--- src/rtl/sid_reg_ctrl_if.sv ---
// Host-side bus bundle for the SID register controller.
// Carries the byte-write valid/ready handshake and the registered readback port.
interface sid_reg_ctrl_if;
  logic       wr_valid;
  logic       wr_ready;
  logic [4:0] wr_addr;
  logic [7:0] wr_data;
  logic       rd_en;
  logic [4:0] rd_addr;
  logic [7:0] rd_data;

  // Host side: issues writes and read strobes.
  modport master (
    output wr_valid, wr_addr, wr_data, rd_en, rd_addr,
    input  wr_ready, rd_data
  );

  // Controller side: accepts writes and returns read data.
  modport slave (
    input  wr_valid, wr_addr, wr_data, rd_en, rd_addr,
    output wr_ready, rd_data
  );
endinterface

--- src/rtl/sid_reg_ctrl.sv ---
// SID register controller.
// Host byte writes are queued in a small FIFO and drained into the SID register
// file at one write per cycle whenever hold is low. OSC3/ENV3 readback is
// registered. All state is cleared asynchronously by rst.
module sid_reg_ctrl #(
  parameter int FIFO_DEPTH = 4
) (
  input  logic                 clk,
  input  logic                 rst,
  sid_reg_ctrl_if.slave        bus,
  input  logic                 hold,
  output logic                 busy,
  input  logic [7:0]           osc3,
  input  logic [7:0]           ch3_env,
  output logic [15:0]          freq1,
  output logic [15:0]          freq2,
  output logic [15:0]          freq3,
  output logic [11:0]          pw1,
  output logic [11:0]          pw2,
  output logic [11:0]          pw3,
  output logic [7:0]           ctrl_reg1,
  output logic [7:0]           ctrl_reg2,
  output logic [7:0]           ctrl_reg3,
  output logic [7:0]           atk_dec1,
  output logic [7:0]           atk_dec2,
  output logic [7:0]           atk_dec3,
  output logic [7:0]           sus_rel1,
  output logic [7:0]           sus_rel2,
  output logic [7:0]           sus_rel3,
  output logic [10:0]          fc,
  output logic [7:0]           res_filt,
  output logic [7:0]           mode_vol
);

  localparam int AW = (FIFO_DEPTH > 1) ? $clog2(FIFO_DEPTH) : 1;
  localparam int CW = AW + 1;
  localparam logic [CW-1:0] DEPTH_C = CW'(FIFO_DEPTH);

  // Write FIFO storage and bookkeeping
  logic [4:0]    fifo_addr_r [FIFO_DEPTH];
  logic [7:0]    fifo_data_r [FIFO_DEPTH];
  logic [AW-1:0] wr_ptr_r;
  logic [AW-1:0] rd_ptr_r;
  logic [CW-1:0] count_r;
  logic [CW-1:0] count_nxt_s;
  logic          busy_r;
  logic          wr_ready_s;
  logic          push_s;
  logic          pop_s;
  logic [4:0]    head_addr_s;
  logic [7:0]    head_data_s;

  // Head-entry decode
  logic          voice_hit_s;
  logic [1:0]    voice_sel_s;
  logic [2:0]    voice_off_s;

  // SID register file
  logic [15:0]   freq_r    [3];
  logic [11:0]   pw_r      [3];
  logic [7:0]    ctrl_r    [3];
  logic [7:0]    atk_dec_r [3];
  logic [7:0]    sus_rel_r [3];
  logic [10:0]   fc_r;
  logic [7:0]    res_filt_r;
  logic [7:0]    mode_vol_r;
  logic [7:0]    rd_data_r;

  // wr_ready depends on the registered count only, so a pop in the same
  // cycle never lets a push into a full FIFO.
  assign wr_ready_s   = (count_r != DEPTH_C);
  assign push_s       = bus.wr_valid && wr_ready_s;
  assign pop_s        = (count_r != {CW{1'b0}}) && !hold;
  assign head_addr_s  = fifo_addr_r[rd_ptr_r];
  assign head_data_s  = fifo_data_r[rd_ptr_r];

  // Next occupancy from the push/pop pair of this cycle
  always_comb begin
    count_nxt_s = count_r;
    case ({push_s, pop_s})
      2'b10:   count_nxt_s = count_r + CW'(1);
      2'b01:   count_nxt_s = count_r - CW'(1);
      default: count_nxt_s = count_r;
    endcase
  end

  // FIFO payload storage; needs no reset since count gates every read
  always_ff @(posedge clk) begin
    if (push_s) begin
      fifo_addr_r[wr_ptr_r] <= bus.wr_addr;
      fifo_data_r[wr_ptr_r] <= bus.wr_data;
    end
  end

  // FIFO pointers, occupancy and busy flag; pointers wrap naturally at power-of-two depth
  always_ff @(posedge clk or posedge rst) begin
    if (rst) begin
      wr_ptr_r <= {AW{1'b0}};
      rd_ptr_r <= {AW{1'b0}};
      count_r  <= {CW{1'b0}};
      busy_r   <= 1'b0;
    end else begin
      if (push_s) begin
        wr_ptr_r <= wr_ptr_r + AW'(1);
      end
      if (pop_s) begin
        rd_ptr_r <= rd_ptr_r + AW'(1);
      end
      count_r <= count_nxt_s;
      busy_r  <= (count_nxt_s != {CW{1'b0}});
    end
  end

  // Split the head address into voice index and field offset.
  // Voice bases are 0, 7 and 14; since 7 == -1 and 14 == -2 modulo 8, the
  // 3-bit offset is the low address bits plus 0, 1 or 2 respectively.
  always_comb begin
    voice_hit_s = 1'b0;
    voice_sel_s = 2'd0;
    voice_off_s = 3'd0;
    if (head_addr_s < 5'd7) begin
      voice_hit_s = 1'b1;
      voice_sel_s = 2'd0;
      voice_off_s = head_addr_s[2:0];
    end else if (head_addr_s < 5'd14) begin
      voice_hit_s = 1'b1;
      voice_sel_s = 2'd1;
      voice_off_s = head_addr_s[2:0] + 3'd1;
    end else if (head_addr_s < 5'd21) begin
      voice_hit_s = 1'b1;
      voice_sel_s = 2'd2;
      voice_off_s = head_addr_s[2:0] + 3'd2;
    end else begin
      voice_hit_s = 1'b0;
      voice_sel_s = 2'd0;
      voice_off_s = 3'd0;
    end
  end

  // Apply the popped entry to the register file; only the addressed field changes
  always_ff @(posedge clk or posedge rst) begin
    if (rst) begin
      for (int v = 0; v < 3; v++) begin
        freq_r[v]    <= 16'h0000;
        pw_r[v]      <= 12'h000;
        ctrl_r[v]    <= 8'h00;
        atk_dec_r[v] <= 8'h00;
        sus_rel_r[v] <= 8'h00;
      end
      fc_r       <= 11'h000;
      res_filt_r <= 8'h00;
      mode_vol_r <= 8'h00;
    end else if (pop_s) begin
      if (voice_hit_s) begin
        case (voice_off_s)
          3'd0:    freq_r[voice_sel_s][7:0]  <= head_data_s;
          3'd1:    freq_r[voice_sel_s][15:8] <= head_data_s;
          3'd2:    pw_r[voice_sel_s][7:0]    <= head_data_s;
          3'd3:    pw_r[voice_sel_s][11:8]   <= head_data_s[3:0];
          3'd4:    ctrl_r[voice_sel_s]       <= head_data_s;
          3'd5:    atk_dec_r[voice_sel_s]    <= head_data_s;
          3'd6:    sus_rel_r[voice_sel_s]    <= head_data_s;
          default: ;
        endcase
      end else begin
        case (head_addr_s)
          5'h15:   fc_r[2:0]  <= head_data_s[2:0];
          5'h16:   fc_r[10:3] <= head_data_s;
          5'h17:   res_filt_r <= head_data_s;
          5'h18:   mode_vol_r <= head_data_s;
          default: ;
        endcase
      end
    end
  end

  // Registered readback of voice-3 oscillator and envelope; holds without rd_en
  always_ff @(posedge clk or posedge rst) begin
    if (rst) begin
      rd_data_r <= 8'h00;
    end else if (bus.rd_en) begin
      case (bus.rd_addr)
        5'h1B:   rd_data_r <= osc3;
        5'h1C:   rd_data_r <= ch3_env;
        default: rd_data_r <= 8'h00;
      endcase
    end
  end

  assign bus.wr_ready = wr_ready_s;
  assign bus.rd_data  = rd_data_r;
  assign busy         = busy_r;

  assign freq1     = freq_r[0];
  assign freq2     = freq_r[1];
  assign freq3     = freq_r[2];
  assign pw1       = pw_r[0];
  assign pw2       = pw_r[1];
  assign pw3       = pw_r[2];
  assign ctrl_reg1 = ctrl_r[0];
  assign ctrl_reg2 = ctrl_r[1];
  assign ctrl_reg3 = ctrl_r[2];
  assign atk_dec1  = atk_dec_r[0];
  assign atk_dec2  = atk_dec_r[1];
  assign atk_dec3  = atk_dec_r[2];
  assign sus_rel1  = sus_rel_r[0];
  assign sus_rel2  = sus_rel_r[1];
  assign sus_rel3  = sus_rel_r[2];
  assign fc        = fc_r;
  assign res_filt  = res_filt_r;
  assign mode_vol  = mode_vol_r;

endmodule
--- src/flat_wrapper.sv ---
// flat-port wrapper written by rule: the top's interface ports become plain ports
module sid_reg_ctrl_flat 
#(
  parameter int FIFO_DEPTH = 4
)
  (clk, rst, hold, busy, osc3, ch3_env, freq1, freq2, freq3, pw1, pw2, pw3, ctrl_reg1, ctrl_reg2, ctrl_reg3, atk_dec1, atk_dec2, atk_dec3, sus_rel1, sus_rel2, sus_rel3, fc, res_filt, mode_vol, bus_wr_valid, bus_wr_addr, bus_wr_data, bus_rd_en, bus_rd_addr, bus_wr_ready, bus_rd_data);
  sid_reg_ctrl_if bus_i ();
  input  logic clk;
  input  logic rst;
  input  logic hold;
  output logic busy;
  input  logic [7:0] osc3;
  input  logic [7:0] ch3_env;
  output logic [15:0] freq1;
  output logic [15:0] freq2;
  output logic [15:0] freq3;
  output logic [11:0] pw1;
  output logic [11:0] pw2;
  output logic [11:0] pw3;
  output logic [7:0] ctrl_reg1;
  output logic [7:0] ctrl_reg2;
  output logic [7:0] ctrl_reg3;
  output logic [7:0] atk_dec1;
  output logic [7:0] atk_dec2;
  output logic [7:0] atk_dec3;
  output logic [7:0] sus_rel1;
  output logic [7:0] sus_rel2;
  output logic [7:0] sus_rel3;
  output logic [10:0] fc;
  output logic [7:0] res_filt;
  output logic [7:0] mode_vol;
  input wire logic [$bits(bus_i.wr_valid)-1:0] bus_wr_valid;
  input wire logic [$bits(bus_i.wr_addr)-1:0] bus_wr_addr;
  input wire logic [$bits(bus_i.wr_data)-1:0] bus_wr_data;
  input wire logic [$bits(bus_i.rd_en)-1:0] bus_rd_en;
  input wire logic [$bits(bus_i.rd_addr)-1:0] bus_rd_addr;
  output wire logic [$bits(bus_i.wr_ready)-1:0] bus_wr_ready;
  output wire logic [$bits(bus_i.rd_data)-1:0] bus_rd_data;
  assign bus_i.wr_valid = bus_wr_valid;
  assign bus_i.wr_addr = bus_wr_addr;
  assign bus_i.wr_data = bus_wr_data;
  assign bus_i.rd_en = bus_rd_en;
  assign bus_i.rd_addr = bus_rd_addr;
  assign bus_wr_ready = bus_i.wr_ready;
  assign bus_rd_data = bus_i.rd_data;
  sid_reg_ctrl #(.FIFO_DEPTH(FIFO_DEPTH)) u_core (.clk(clk), .rst(rst), .bus(bus_i), .hold(hold), .busy(busy), .osc3(osc3), .ch3_env(ch3_env), .freq1(freq1), .freq2(freq2), .freq3(freq3), .pw1(pw1), .pw2(pw2), .pw3(pw3), .ctrl_reg1(ctrl_reg1), .ctrl_reg2(ctrl_reg2), .ctrl_reg3(ctrl_reg3), .atk_dec1(atk_dec1), .atk_dec2(atk_dec2), .atk_dec3(atk_dec3), .sus_rel1(sus_rel1), .sus_rel2(sus_rel2), .sus_rel3(sus_rel3), .fc(fc), .res_filt(res_filt), .mode_vol(mode_vol));
endmodule
--- config.mk ---
export PLATFORM = sky130hd
export DESIGN_NAME = sid_reg_ctrl_flat
export DESIGN_NICKNAME = d
export VERILOG_FILES = /design/src/rtl/sid_reg_ctrl_if.sv /design/src/rtl/sid_reg_ctrl.sv /design/src/flat_wrapper.sv
export SDC_FILE = /design/constraint.sdc
export NUM_CORES = 1
export LEC_CHECK = 0
export ABC_AREA = 1
export CAP_MARGIN = 0
export CORE_MARGIN = 2
export CORE_UTILIZATION = 41
export DETAILED_ROUTE_END_ITERATION = 8
export HOLD_SLACK_MARGIN = 0.12
export PLACE_DENSITY = 0.67
export SYNTH_ARGS = -nofsm -noshare
export SYNTH_HDL_FRONTEND = slang
export SYNTH_SLANG_ARGS = --single-unit
--- constraint.sdc ---
create_clock -name clk -period 17.69 [get_ports clk]
set_input_delay 5.307 -clock clk [delete_from_list [all_inputs] [get_ports clk]]
set_output_delay 5.307 -clock clk [all_outputs]
set_load 0.01 [all_outputs]
After elaboration in Yosys (flattened, before gate mapping)
Memories as Yosys holds them, arrays and structs flattened.
Cells that the tools add are included.
{ "word_totals": {"ff_bits": 199, "ramBits": 52, "in_bits": 39, "output_inout_bits": 193, "elab_cells": 104, "n_memories": 2} }
{ "op_classes": {"addsub": 6, "order_cmp": 5, "eq_ne": 15, "muxes": 32, "n_bitwise": 2, "reduce_logical": 18} }
{ "memory_table": {"columns": ["name", "words", "width", "read_ports", "rd_ports_with_merged_regs", "write_ports", "line_no", "rtl"], "rows": [
  ["u_core.fifo_data_r", 4, 8, 1, 0, 1, "sid_reg_ctrl.sv:41", "logic [7:0] fifo_data_r [FIFO_DEPTH];"],
  ["u_core.fifo_addr_r", 4, 5, 1, 0, 1, "sid_reg_ctrl.sv:40", "logic [4:0] fifo_addr_r [FIFO_DEPTH];"]
]} }
{ "op_table": {"columns": ["operator", "n"], "rows": [
  ["$bwmux 48", 2],
  ["$pmux 48 s2", 1],
  ["$bwmux 24", 3],
  ["$bwmux 36", 2],
  ["$pmux 36 s2", 1],
  ["$demux 16 s2", 2],
  ["$demux 12 s2", 2],
  ["$eq 5x5->1 const B", 6],
  ["$reduce_and 3->1", 9],
  ["$mux 8", 3],
  ["$demux 8 s2", 1],
  ["$mux 16", 1],
  ["$pmux 8 s2", 1],
  ["$mux 12", 1],
  ["$eq 3x3->1 const B", 3],
  ["$mux 3", 3],
  ["$add 3x1->3 const B", 2],
  ["$eq 3x2->1 const B", 2],
  ["$mux 2", 3],
  ["$pmux 3 s2", 1],
  ["$reduce_bool 3->1", 2],
  ["$lt 5x3->1 const B", 1],
  ["$lt 5x4->1 const B", 1],
  ["$lt 5x5->1 const B", 1],
  ["16 further kinds", 24]
]} }

Longest topological paths before layout
Gate-level depths: netlist (run 1).
An unclocked memory read counts as a cell.
{ "logic_depth": {"ltp_word": 12, "depth_mapped": 18, "depth_no_buf": 17} }

Worst setup path after synthesis (run 1)
Ideal clock, no wire load.
{ "synth_timing": {"kind": "in2reg", "startpoint": "input port hold", "endpoint": "register u_core.busy_r, in the netlist u_core.busy", "setup_time_ns": 0.131, "arrival_time_ns": 6.842, "t_required_ns": 17.559, "slack_ns": 10.717, "cell_stages": 8, "n_path_buf": 0, "cell_sequence": "nor2_1 > ha_1 > inv_1 > fa_1 > a21oi_1 > o21ai_0 > xnor2_1 > or3_1"} }
{ "synth_between": {"elab_chain_len": 5, "word_cells_on_any_way": 6, "classes_between": "eq/ne: 2; mux: 1; reduce/logical: 3"} }
{ "synth_lines": {"columns": ["item", "line_no", "rtl"], "rows": [
  ["start, declared", "flat_wrapper.sv:10", "input logic hold;"],
  ["$logic_not 1->1 *", "sid_reg_ctrl.sv:73", "assign pop_s = (count_r != {CW{1'b0}}) && !hold;"],
  ["$logic_and 1x1->1 *", "sid_reg_ctrl.sv:73", null],
  ["$eq 2x1->1 or $eq 2x2->1 (tied branches)", "sid_reg_ctrl.sv:80", "case ({push_s, pop_s})"],
  ["$pmux 3 s2 *", "sid_reg_ctrl.sv:80", null],
  ["net u_core.count_nxt_s[2]", "sid_reg_ctrl.sv:45", "logic [CW-1:0] count_nxt_s;"],
  ["$reduce_bool 3->1 *", "sid_reg_ctrl.sv:110", "busy_r <= (count_nxt_s != {CW{1'b0}});"],
  ["end signal, assigned", "sid_reg_ctrl.sv:110", null],
  ["end, declared", "sid_reg_ctrl.sv:46", "logic busy_r;"]
]} }
The timed path passes the listed nets; every way through them passes the cells marked *.
A chain may end at the register's enable or synchronous reset.

Final worst setup path (run 1)
{ "layout_timing": {"startpoint": "input port hold", "endpoint": "register u_core.freq_r (netlist bit u_core.freq2[12])"} }
{ "layout_between": {"elab_chain_len": 3} }
{ "layout_lines": {"columns": ["item", "line_no", "rtl"], "rows": [
  ["$logic_not 1->1", "sid_reg_ctrl.sv:73", null],
  ["$logic_and 1x1->1", "sid_reg_ctrl.sv:73", null],
  ["net u_core.pop_s", "sid_reg_ctrl.sv:49", "logic pop_s;"],
  ["$reduce_and 3->1 (no line)", null, null],
  ["end signal, assigned by index", "sid_reg_ctrl.sv:156", "3'd0: freq_r[voice_sel_s][7:0] <= head_data_s;"],
  ["end signal, assigned by index", "sid_reg_ctrl.sv:157", "3'd1: freq_r[voice_sel_s][15:8] <= head_data_s;"],
  ["end, declared", "sid_reg_ctrl.sv:59", "logic [15:0] freq_r [3];"]
]} }
The timed path passes the listed nets, and every way through them passes these cells.

==> run summary, run 1 <==
Die footprint - 0.0272 mm²
Pre-CTS worst setup slack - 9.76 ns
Critical path arrival - 7.83 ns
Syn. warnings - 0
Core ar. - 0.0253 mm²
DP Area - 0.0132 mm²
I/O pins - 232
Footprint of the multi-input gates - 0.00369 mm²
Flop2flop setup slack - 13.35 ns
Hold buffers post-CTS - 0
Row count - 58
Final instance area - 0.0141 mm²
Post-synthesis xor/xnor area fraction - 0.495%
Worst-path clk slew - 0.06 ns
Final total negative setup slack - 0 ns
Post-CTS Setup Inserts - 0
Period utilization - 41.9%
Required time of the critical path - 18.10 ns
FF+latch area - 0.00654 mm²
Largest family of logic cells by synthesized area - simple AND/OR/NAND/NOR gates
Flops & latches, synth - 251
Most frequent CP cell - nand2_1
Leak Pwr - 6.52 nW
Via count - 8608
Netlist Area Pre-Place - 0.0106 mm²
Area Growth Syn to Fin - 32.8%
Synth area leaders - dfrtp_1, nand2_1, edfxtp_1
Final Max Tran Viols - 0
Die Span Y - 165 µm
CTS buffer count - 27
Ant diodes - 0
Util after Layout - 55.7%
Number of global-route vias before repair - 8205
Post-synthesis adder-cell area fraction - 1.48%
HPWL Detailed - 19000 µm
Drc violations - 0
Synth Area in Compound Gates - 3.31%
Reg2reg start - u_core.rd_ptr_r[0]
Worst vdd ir - 0.152 mV
DR vias/cell - 5.19
Nets - 1360
Critical path origin - hold
Rel. slew slack - 27.3%
Clock tree buffer depth - 3
RR Endpoint - u_core.pw1[1]
Post-Synthesis Cells - 1092
Synth area leader - dfrtp_1
Clk Tree Root Cell - clkbuf_16
Min-Delay Path Class - reg2reg
Setup crit end - u_core.freq2[12]
Seq/Total Area, Yosys - 61.6%
Clock latency on the worst-skew pair - 0.54 ns
Total track usage - 22.0%
Initial DRC count - 649
GPL Wtd Cong - 0.837
Post-synth top area share - 46.9%
Die span in x - 165 µm
Most frequent cells in the layout - nand2_1, clkdlybuf4s50_1, dfrtp_1, nand4_1, nand3_1
Worst-Margin Slew - 1.09 ns
Post-CTS sizing - 0
Post-synthesis net count - 1143
Grt ovf - 0
Status - complete, no violations
Crit path buf inv count - 1
RSZ-0062 raised after global routing - no
Final WL - 29700 µm
Setup slack after layout - 10.27 ns
Wirelength per Cell - 17.9 µm
Initial antenna violation count - 0
# port buffers - 231
CTS sink cnt - 251
Drt pass-1 iters - 5
Count of different cell masters after synthesis - 34
R2R cell count - 16
Starting Density - 41.9%
Crit. End Element - flip-flop
Clock skew - 0.0176 ns
Slowest-stage cell, CP - nor2_8
Most common cell after layout, fill and taps aside - nand2_1
Crit path time final - 7.42 ns
Post-synthesis simple-gate area fraction - 28.9%
Mean Syn Cell Area - 9.73 µm²
CP Launch Type - primary input
Crit Path Max Fanout - 63
Critical path cell sequence - clkdlybuf4s50_1, nor2_1, nand2_2, nor2_8, nand4_1, nand2_1, nand2_1
Crit Path Category - in2reg
First-pass GRT wire length - 46400 µm
Share of final-layout standard cells stronger than drive strength 1 - 8.50%
Largest stage delay on the critical path - 0.74 ns
Largest net degree at the start of global routing - 125
CTS H-tree lvls - 1
Fill count - 2198
Final ANT Viol Nets - 0
CP top delay family - simple AND/OR/NAND/NOR gates
CTS tree - done
Cell area power density - 217 mW/mm²
Final count of negative-setup-slack endpoints - 0
Count of max-cap constraint violations - 0
Final Hold Fails - 0
Achievable clock frequency - 135 MHz
Mux contribution to synthesized area - 0%
Critical Path Stages - 7
flip-flops by register name (all words and copies together) (netlist names), 11 cells and up:
name / cells
u_core.pw2: 12
u_core.pw1: 12
u_core.fifo_addr_r: 20
u_core.pw3: 12
u_core.fifo_data_r: 32
u_core.freq1: 16
u_core.freq2: 16
u_core.fc: 11
u_core.freq3: 16
cells in the mapped netlist:
library cell  number
o21ai_0           29
clkbuf_1          22
buf_4             15
inv_1             25
buf_6              2
nor4_2             1
inv_2             11
fa_1               1
nor2_8             2
a21oi_2            1
nor2_1            16
nand4_2            2
nand2_4            3
a21oi_1           11
edfxtp_1          52
nand4_1          101
nor2_2             5
ha_1              11
nand2_1          444
buf_1              3
or3_1              1
buf_2             17
xnor2_1            2
a21oi_4            1
nand3_1           72
nand2_2            5
nor3b_1            1
dfrtp_1          199
a32oi_1            8
xor2_1             4
nand3_2           10
nor3_1             1
a31oi_1            9
nor2_4             5
cell type report:
cell class,instances,share of cell area (%)
flip-flops and latches,251,46.4
multi-input cells,746,26.2
repair buffers,247,17.3
clock buffers,39,5.47
well taps,330,2.93
inverters,36,1.01
clock inverters,11,0.781
per-stage QoR:
step / hold WS (ns) / cells / total power, mW
5_1_grt: 0.493 / 1660 / 3.27
3_5_place_dp: 0.459 / 1610 / 2.52
2_1_floorplan: 0.481 / 1092 / 1.87
3_3_place_gp: 0.456 / 1610 / 2.49
4_1_cts: 0.473 / 1660 / 3.09
6_report: 0.468 / 1660 / 3.07
cell families after synthesis:
| group | count (synthesis) |
|---|---|
| AOI/OAI and AO/OA | 59 |
| buffers and inverters | 95 |
| DFF | 251 |
| xor gates and xnor gates | 6 |
| and+or+nand+nor | 669 |
| adders and majority gates | 12 |
worst min-delay path, cell delays in order (launching register included):
cell	delay (ns)
dfrtp_1	0.34
nand2_1	0.05
nand2_1	0.04
report_power, final:
group | internal (mW) | switching, mW
registers | 0.798 | 0.132
clock network | 0.331 | 0.228
logic | 0.524 | 1.05
total | 1.65 | 1.41
routing by layer:
| metal | global-route usage, % | up-vias | share of wire, % |
|---|---|---|---|
| li1 | - | 4109 | - |
| met5 | 0 | - | 0 |
| met2 | 34.5 | 302 | 46 |
| met3 | 4.65 | 41 | 7.3 |
| met1 | 31.3 | 4156 | 44 |
| met4 | 5.97 | 0 | 2.1 |
how the worst min path moves through the flow:
stage	start	end	slack, ns	cells past startpoint
after floorplan	u_core.count_r[2]	u_core.count_r[2]	0.48	1
after global placement	u_core.sus_rel3[4]	u_core.sus_rel3[4]	0.46	2
after detailed placement	u_core.freq1[3]	u_core.freq1[3]	0.46	2
after CTS	u_core.freq1[3]	u_core.freq1[3]	0.47	2
after global routing	u_core.freq2[7]	u_core.freq2[7]	0.49	2
final	u_core.sus_rel1[5]	u_core.sus_rel1[5]	0.47	2
No activity file was read; power rests on OpenSTA's default activity.
==> run 2, diff against run 1 <==
Settings changed: PLACE_DENSITY 0.67 to 0.69.
Clock period 17.69 ns to 6.1 ns, I/O delays scaled along.
==> run 2 against run 1 <==
Net effect: clock power grew to 2.8 times the previous value; setup slack lost 8.6 ns; hold slack gained 0.0067 ns; sequential cell count is the same; sequential power grew to 2.9 times the previous value; combinational power grew to 2.9 times the previous value; via count grew 1.7%; routed wire length shrank 1.0%; critical path type is now reg2reg; largest power group unchanged.
==> run summary, run 2 (synthesis results as in run 1) <==
Status - complete, no violations (unchanged)
Core ar. - 0.0253 mm² (unchanged)
CTS tree - done (unchanged)
Final count of negative-setup-slack endpoints - 0 (unchanged)
Placed Cells incl. Taps - 1613 (was 1610)
Most frequent cells in the layout - nand2_1, clkdlybuf4s50_1, dfrtp_1, nand4_1, nand3_1 (unchanged)
Most common cell after layout, fill and taps aside - nand2_1 (unchanged)
I/O pins - 232 (unchanged)
DR vias/cell - 5.27 (was 5.19)
Grt ovf - 0 (unchanged)
Largest net degree at the start of global routing - 126 (was 125)
Starting Density - 41.9% (unchanged)
Min-Delay Path Class - reg2reg (unchanged)
Sw Ratio - 46.0% (was 46.1%)
Worst vdd ir - 0.313 mV (was 0.152 mV)
CP Launch Type - flip-flop (was primary input)
Wirelength per Cell - 17.7 µm (was 17.9 µm)
# port buffers - 231 (unchanged)
Ant diodes - 0 (unchanged)
Total track usage - 21.7% (was 22.0%)
Via count - 8751 (was 8608)
HPWL Detailed - 19100 µm (was 19000 µm)
Combinational power share - 52.1% (was 51.4%)
Leak Pwr - 6.51 nW (was 6.52 nW)
Clock latency on the worst-skew pair - 0.52 ns (was 0.54 ns)
Util after Layout - 55.6% (was 55.7%)
Hold buffers post-CTS - 0 (unchanged)
Row count - 58 (unchanged)
Final WL - 29400 µm (was 29700 µm)
Post-CTS Setup Inserts - 0 (unchanged)
Clock tree buffer depth - 3 (unchanged)
Crit path time final - 4.44 ns
Final hold slack - 0.475 ns (was 0.468 ns)
Final ANT Viol Nets - 0 (unchanged)
Critical path arrival - 4.85 ns (was 7.83 ns)
Clk Tree Root Cell - clkbuf_16 (unchanged)
Final Max Tran Viols - 0 (unchanged)
Achievable clock frequency - 225 MHz
Hold depth - 2 (unchanged)
Crit Path Category - reg2reg (was in2reg)
Die footprint - 0.0272 mm² (unchanged)
Crit Path Max Fanout - 34 (was 63)
Sequential Power Share - 30.4% (was 30.3%)
Worst-Margin Slew - 1.04 ns (was 1.09 ns)
Period utilization - 72.8%
Drc violations - 0 (unchanged)
Die span in x - 165 µm (unchanged)
NetSw - 4.07 mW (was 1.41 mW)
Clock skew - 0.0104 ns (was 0.0176 ns)
Largest registers - u_core.fifo_data_r (32), u_core.fifo_addr_r (20) (unchanged)
Count of max-cap constraint violations - 0 (unchanged)
Post-CTS sizing - 0 (unchanged)
Cell Count, Final, Fillers Out - 1660 (unchanged)
CTS buffer count - 26 (was 27)
Drt pass-1 iters - 5 (unchanged)
Nets - 1362 (was 1360)
Rel. slew slack - 30.5% (was 27.3%)
Worst-path clk slew - 0.06 ns (about the same)
Number of global-route vias before repair - 8181 (was 8205)
Die Span Y - 165 µm (unchanged)
Initial antenna violation count - 1 (was 0)
Reg with most FFs - u_core.fifo_data_r (unchanged)
CTS sink cnt - 251 (unchanged)
Cell Int Power - 4.77 mW (was 1.65 mW)
Initial DRC count - 737 (was 649)
Max reg flops - 32 (unchanged)
Final Hold Fails - 0 (unchanged)
CTS H-tree lvls - 1 (unchanged)
Final total negative setup slack - 0 ns (unchanged)
RSZ-0062 raised after global routing - no (unchanged)
Cell area power density - 627 mW/mm² (was 217 mW/mm²)
Required time of the critical path - 6.51 ns (was 18.10 ns)
First-pass GRT wire length - 45800 µm (was 46400 µm)
Crit. End Element - flip-flop (unchanged)
Clk pwr share - 17.6% (was 18.2%)
Area Growth Syn to Fin - 32.7% (was 32.8%)
Share of final-layout standard cells stronger than drive strength 1 - 8.65% (was 8.50%)
R2R cell count - 16 (unchanged)
GPL Wtd Cong - 0.822 (was 0.837)
## run 2: cell count changes in the layout (fill, tap and decap cells not counted), sizes merged
| cell | delta |
|---|---|
| buf | +3 |
| bufinv | -1 |
| clkbuf | -1 |
| clkinv | -1 |
| clkinvlp | +1 |
| inv | -1 |
## run 2: final cells by class
type / instances / area, µm²
fill: 2233 / 11200
sequential: 251 / 6540
multi-input combinational: 746 / 3690
timing repair buffer: 250 / 2470
clock buffer: 38 / 767
tap: 330 / 413
inverter: 36 / 139
clock inverter: 9 / 76.3
## run 2: per-stage QoR
step / area, µm² / total power, mW / setup slack [ns]
floorplan: 10600 / 5.41 / 1.70
global placement: 13300 / 7.24 / 1.62
detailed placement: 13300 / 7.32 / 1.50
CTS: 14100 / 8.89 / 1.67
global route: 14100 / 9.43 / 1.28
finish: 14100 / 8.84 / 1.66
## run 2: final timing paths
check | end | slack, ns | startpoint
worst min-delay path | u_core.sus_rel1[4] | 0.47 | u_core.sus_rel1[4]
worst min register to register | u_core.sus_rel1[4] | 0.47 | u_core.sus_rel1[4]
worst max register to register | u_core.freq1[12] | 1.66 | u_core.rd_ptr_r[0]
worst max-delay path | u_core.freq1[12] | 1.66 | u_core.rd_ptr_r[0]
max in group asynchronous | u_core.mode_vol[6] | 3.49 | rst
min in group asynchronous | u_core.sus_rel1[3] | 1.84 | rst
## run 2: power by group through the flow
stage	sequential (mW)	clock [mW]	combinational, mW
finish	2.69	1.55	4.60
global route	2.74	1.65	5.04
CTS	2.68	1.58	4.63
detailed placement	2.70	0	4.62
global placement	2.71	0	4.53
floorplan	2.84	0	2.57
## run 2: layer usage
metal	up-vias	GRT usage (%)	part of all wire, %
met3	44	5.32	8.9
met4	2	5.61	2.1
met5	-	0	0.044
li1	4109	-	-
met1	4251	30.6	43
met2	345	33.8	46
## run 2: worst max-delay path, cell delays in order, from the launching register on
cell	delay, ns
dfrtp_1	0.37
buf_4	0.23
inv_1	0.62
nand2_1	0.12
nand3_1	0.11
nand2_1	0.22
inv_1	0.17
ha_1	0.22
nand3_1	0.17
nand2_1	0.19
inv_2	0.06
nand2_1	0.08
inv_2	0.29
nor2_4	0.75
nand4_1	0.47
nand2_1	0.16
nand2_1	0.07
